==> src/rtl/hs_rx_ctrl.sv <==
// Receive-side controller for a 4-phase bundled-data req/ack CDC: syncs req, captures data, hands it to a valid/ready consumer.
// Optional ACK-phase timeout detector enabled by defining HS_RX_TIMEOUT_EN.
module hs_rx_ctrl #(
  parameter int WIDTH   = 8,
  parameter int STAGE   = 3,
  parameter int TIMEOUT = 1024
) (
  input  logic             clk,
  input  logic             rst_n,
  input  logic             async_req,
  input  logic [WIDTH-1:0] async_data,
  output logic             async_ack,
  output logic [WIDTH-1:0] out_data,
  output logic             out_valid,
  input  logic             out_ready,
  output logic             busy,
  output logic [15:0]      xfer_cnt,
  input  logic             err_clr,
  output logic             timeout_err
);

  typedef enum logic [1:0] {
    IDLE  = 2'd0,
    VALID = 2'd1,
    ACK   = 2'd2
  } state_t;

  state_t           state;
  logic [STAGE-1:0] sync;
  logic             req_s;

  // Only req crosses through a synchronizer; data is bundled and is
  // guaranteed stable by the source for as long as req is high.
  always_ff @(posedge clk or negedge rst_n) begin
    if (!rst_n) sync <= '0;
    else        sync <= {sync[STAGE-2:0], async_req};
  end

  assign req_s = sync[STAGE-1];
  assign busy  = (state != IDLE);

  // NOTE: all state updates use <= so every flop samples the pre-edge values.
  always_ff @(posedge clk or negedge rst_n) begin
    if (!rst_n) begin
      state     <= IDLE;
      async_ack <= 1'b0;
      out_valid <= 1'b0;
      out_data  <= '0;
      xfer_cnt  <= '0;
    end else begin
      case (state)
        IDLE: begin
          if (req_s) begin
            out_data  <= async_data;
            out_valid <= 1'b1;
            state     <= VALID;
          end
        end
        VALID: begin
          // A req drop here is a source protocol violation; we still wait for the consumer.
          if (out_ready) begin
            out_valid <= 1'b0;
            async_ack <= 1'b1;
            xfer_cnt  <= xfer_cnt + 16'd1;
            state     <= ACK;
          end
        end
        ACK: begin
          if (!req_s) begin
            async_ack <= 1'b0;
            state     <= IDLE;
          end
        end
        default: state <= IDLE;
      endcase
    end
  end

`ifdef HS_RX_TIMEOUT_EN
  localparam int CW = $clog2(TIMEOUT + 1);

  logic [CW-1:0] tmo_cnt;
  logic          ack_hold;

  assign ack_hold = (state == ACK) && req_s;

  // Counter saturates at TIMEOUT so the error fires once per stuck ACK phase,
  // letting err_clr take effect even while req is still held high.
  always_ff @(posedge clk or negedge rst_n) begin
    if (!rst_n) begin
      tmo_cnt     <= '0;
      timeout_err <= 1'b0;
    end else begin
      if (state == VALID && out_ready)
        tmo_cnt <= '0;
      else if (ack_hold && tmo_cnt != CW'(TIMEOUT))
        tmo_cnt <= tmo_cnt + 1'b1;

      if (ack_hold && tmo_cnt == CW'(TIMEOUT - 1))
        timeout_err <= 1'b1;
      else if (err_clr)
        timeout_err <= 1'b0;
    end
  end
`else
  logic unused_err_clr;

  assign unused_err_clr = err_clr;
  assign timeout_err    = 1'b0;
`endif

endmodule
==> config.mk <==
export PLATFORM = sky130hd
export DESIGN_NAME = hs_rx_ctrl
export DESIGN_NICKNAME = d
export VERILOG_FILES = /design/src/rtl/hs_rx_ctrl.sv
export SDC_FILE = /design/constraint.sdc
export NUM_CORES = 1
export LEC_CHECK = 0
export BUFFER_PORTS_ARGS = -buffer_cell sky130_fd_sc_hd__buf_2
export CAP_MARGIN = 20
export CORE_AREA = 2 2 52 59
export CTS_CLUSTER_SIZE = 10
export DETAILED_ROUTE_END_ITERATION = 10
export DIE_AREA = 0 0 54 61
export MAX_ROUTING_LAYER = met4
export PLACE_DENSITY = 0.72
export SKIP_LAST_GASP = 1
export SYNTH_ARGS = -nofsm -noshare
export SYNTH_HDL_FRONTEND = slang
export SYNTH_SLANG_ARGS = --single-unit
==> constraint.sdc <==
create_clock -name clk -period 1.7 [get_ports clk]
set_input_delay 0.17 -clock clk [delete_from_list [all_inputs] [get_ports clk]]
set_output_delay 0.17 -clock clk [all_outputs]
set_load 0.03 [all_outputs]
# Word level (Yosys, flattened, before mapping)
# Cells that the tools add are included.
[word_totals]
regBits = 31
in_bits = 13
output_inout_bits = 28
[classes]
add_sub_neg = 1
n_eq_ne = 5
mux = 10
reduce_logical = 9
[op_table]
columns = ["op", "count"]
rows = [
  ["adder 16 x 1 -> 16 bit (second input constant)", 1],
  ["AND reduction 3 bit", 3],
  ["2-to-1 mux 2 bit", 3],
  ["!= test 2 bit (second input constant)", 3],
  ["one-hot mux 2 bit (3 select lines)", 1],
  ["nonzero test 2 bit", 3],
  ["2-to-1 mux 1 bit", 4],
  ["one-hot mux 1 bit (2 select lines)", 2],
  ["AND reduction 2 bit", 2],
  ["equality test 2 x 1 -> 1 bit (second input constant)", 1],
  ["equality test 2 bit (second input constant)", 1],
  ["logical NOT 2 bit", 1],
]

# Depth between registers and ports, before layout
[logic_depth]
word_depth = 3
depth_mapped = 6

# Least setup slack after synthesis
# Ideal clock, no wire load.
[synth_timing]
kind = "reg2reg"
from = "reg xfer_cnt[2]"
to = "reg xfer_cnt[15]"
setup_time_ns = 0.080
arrival_time_ns = 1.435
path_slack_ns = 0.185
path_stages_with_launch = 6
path_buffers = 1
cell_sequence = "dfrtp_1 -> and4b_1 -> and4_1 -> buf_4 -> nor4b_4 -> xor2_1"
[synth_between]
elab_chain_len = 1
[synth_rtl]
columns = ["item", "line_no", "rtl"]
rows = [
  ["from (decl)", "17", "output logic [15:0] xfer_cnt,"],
  ["from (signal assigned)", "64", "xfer_cnt <= xfer_cnt + 16'd1;"],
  ["adder 16 x 1 -> 16 bit", "64", ""],
]
# No other way between the ends.
# A chain may end at the register's enable or synchronous reset.

# Final worst setup path
[layout_timing]
from = "reg state[1]"
to = "out busy"
[layout_between]
elab_chain_len = 1
[layout_rtl]
columns = ["item", "line_no", "rtl"]
rows = [
  ["from (decl)", "28", "state_t state;"],
  ["from (signal assigned)", "45", "state <= IDLE;"],
  ["from (signal assigned)", "56", "state <= VALID;"],
  ["from (signal assigned)", "65", "state <= ACK;"],
  ["nonzero test 2 bit", "40", "assign busy = (state != IDLE);"],
  ["to (decl)", "16", "output logic busy,"],
]
# No other way between the ends.

==> impl_metrics.toml <==
[clocking]
ctsRootBufferMaster = "clkbuf_4"
clk_pin_slew_ps = 90
cts_inserted_buffers = 5
holdBufCountCts = 2
cts_repair_resize_count = 0
worstSkewPairLatency_ps = 320
tritoncts = "built"
post-cts-setup-buffer-count = 0
cts-htree-levels = 2
max-clock-path-buffers = 2
clock_sink_count = 31

[layout]
share_of_post_route_cells_with_drive_strength_above_1_pct = 40.4
nets = 159
mostFrequentLayoutCell = "buf_2"
nFillCells = 251
layout.cells.most_common_list = "buf_2 (38), dfrtp_1 (31), xnor2_1 (12)"
flow.area_growth_from_synthesis_pct = 22.8
ff_latch_area_um2 = 776
antennaDiodeCount = 0
multi_input_area_um2 = 465

[logic_synthesis]
synth_top_cell_area_share_pct = 60.4
synth_top_area_cell = "dfrtp_1"
synth_area_um2 = 1280
synth-seq-area-share_pct = 60.4
post_synth.cell_area_avg_um2 = 13.0
synth_nets = 113
ys_seq_elements = 31
netlist_instances = 99
yosys.cell_types.count = 24
yosys_warnings = 0
post_synth_main_area_contributors = "dfrtp_1 (60%), xnor2_1 (8.2%), mux2_2 (7.9%)"

[sta]
layout_worst_path_cycle_share_pct = 88.3
worst-slew-pin-transition_ps = 657
grt_setup_unrepaired = "no"
max_transition_viols_final = 0
final-hold-violation-count = 0
finish_stage_setup_viols = 0
fin_crit_ps = 1500
finClkSkew_ps = 8.70
clock.fmax_ghz = 0.666
setup_slack_ps = 199
slew_headroom_pct = 56.2
setup_tns_ps = 0

[critical_path]
worst-endpoint-arrival_ps = 1330
critPathCaptureType = "output pin"
timing.critical_path.fanout_max = 9
timing_worst_setup_path_type = "register to output pin"
crit_path_top_delay_cell = "dfrtp_1"
start_kind = "register"
critical_path_buf_inv_count = 2
r2r-start = "state[1]"
crit_chain = "buf_4, or2_2, buf_2"
critPathRequiredTime_ps = 1530
setup.worst_path.start = "state[1]"
cp_slowest_stage_delay_ps = 390
gate_family_responsible_for_the_most_delay_along_the_worst_path = "flip-flops"

[floorplanning]
die_width_um = 54
design.die.area_um2 = 3290
ioPinCount = 41
row_count = 20
initial_utilization_pct = 47.5
die_height_um = 61
core_area_um2 = 2700

[global_route]
grt.overflow.total = 0
wire_length_of_the_first_global_routing_pass_mm = 3.80
first_global_vias = 883
groute.usage.overall_pct = 17.2
grt_start_max_net_pins = 32
grt_antenna_before_repair = 0

[power]
power_frac_clock_pct = 15.9
total_power_mw = 2.51
pwr-share-comb_pct = 41.1
seq_power_share_pct = 43.0
power_per_cell_area_nw_per_um2 = 1590
static-leakage-power_nw = 0.768
peakVddDrop_v = 0.000995
p_sw_share_pct = 41.0
power_report.internal_total_mw = 1.48
power.net_switching_mw = 1.03

[placed_design]
count_of_buffers_from_port_buffering = 38
post_dp_hpwl_mm = 1.69
gp_congestion = 0.730
dp_worst_setup_slack_ps = 211

[detailed_routing]
route.final.wire_length_mm = 2.31
drt_iter0_markers = 8
post_detailed_route_drc_marker_count = 0
vias_per_cell = 5.03
dr_total_vias = 900
postRouteAntennaNets = 0
dr.pass1.iters = 2
routedWlPerCell_um = 12.9

[worst_hold_path]
min-delay-path-class = "primary input to register"
holdCritStartpoint = "async_data[5]"

[status]
result_of_the_run = "finished clean"

[job]
timing.max_cap.violations = 0
-- flip-flops by register name (all words and copies together), names as in the netlist --
signal and flops:
async_ack 1, xfer_cnt 16, state 2, out_data 8, out_valid 1, sync 3
-- cell families (layout without fill, tap and decap cells) --
group / count (synthesis) / count (layout) / share of synthesized area, %
AO/OA/AOI/OAI: 8 / 8 / 3.12
XOR/XNOR: 15 / 15 / 10.2
adder cells (fa/ha/maj): 1 / 1 / 0.975
buffers and inverters: 7 / 54 / 3.31
flip-flops: 31 / 31 / 60.4
multiplexers: 9 / 9 / 7.89
other: 1 / 1 / 0.292
AND/OR/NAND/NOR: 27 / 27 / 13.7
-- metal layers --
| metal | up-vias | GRT usage [%] | wire length [um] |
|---|---|---|---|
| met5 | - | - | 0 |
| met4 | 0 | 5.36 | 0 |
| met3 | 0 | 8.13 | 160 |
| met2 | 32 | 28.2 | 1170 |
| met1 | 437 | 18.4 | 974 |
| li1 | 431 | - | - |
-- final timing paths --
check | to | slack (ps) | depth (start not counted)
worst min register to register | sync[2] | 360 | 0
worst min-delay path | out_data[5] | 70 | 2
min in group asynchronous | xfer_cnt[2] | 400 | 2
worst max-delay path | busy | 200 | 3
max in group asynchronous | out_data[4] | 870 | 2
worst max register to register | xfer_cnt[15] | 210 | 4
-- Yosys cell counts, drive strengths merged --
master  instances
dfrtp          31
and4b           1
or2             1
xor2            3
o21ai           6
nor3            1
nor3b           1
buf             4
nand4           3
a21oi           2
nand3           6
inv             3
and3            1
conb            1
nor4b           1
xnor2          12
nand2           5
and4            3
mux2            9
nand3b          1
nor2            3
ha              1
-- power by group through the flow --
stage                     combinational, mW  clock [mW]  sequential, mW
after detailed placement               1.04           0            1.09
after CTS                              1.04       0.415            1.08
after global routing                   1.11       0.459            1.11
after floorplan                       0.401           0            1.42
after global placement                 1.02           0            1.08
final                                  1.03       0.399            1.08
-- metrics by stage --
step / instance area (um2) / util, % / instances / hold slack (ps)
final: 1580 / 58.3 / 179 / 73.2
after global routing: 1580 / 58.3 / 179 / 47.0
after CTS: 1580 / 58.3 / 179 / 58.0
after detailed placement: 1510 / 55.7 / 169 / 249
after global placement: 1510 / 55.7 / 169 / 240
after floorplan: 1280 / - / 99 / -126
-- final cells by class --
| class | count | area share, % |
|---|---|---|
| clock buffer | 7 | 2.86 |
| clock inverter | 1 | 0.317 |
| inverter | 3 | 0.714 |
| multi-input combinational | 61 | 29.5 |
| sequential | 31 | 49.2 |
| tap | 33 | 2.62 |
| timing repair buffer | 43 | 14.8 |
Power figures use the tool's default switching activity.
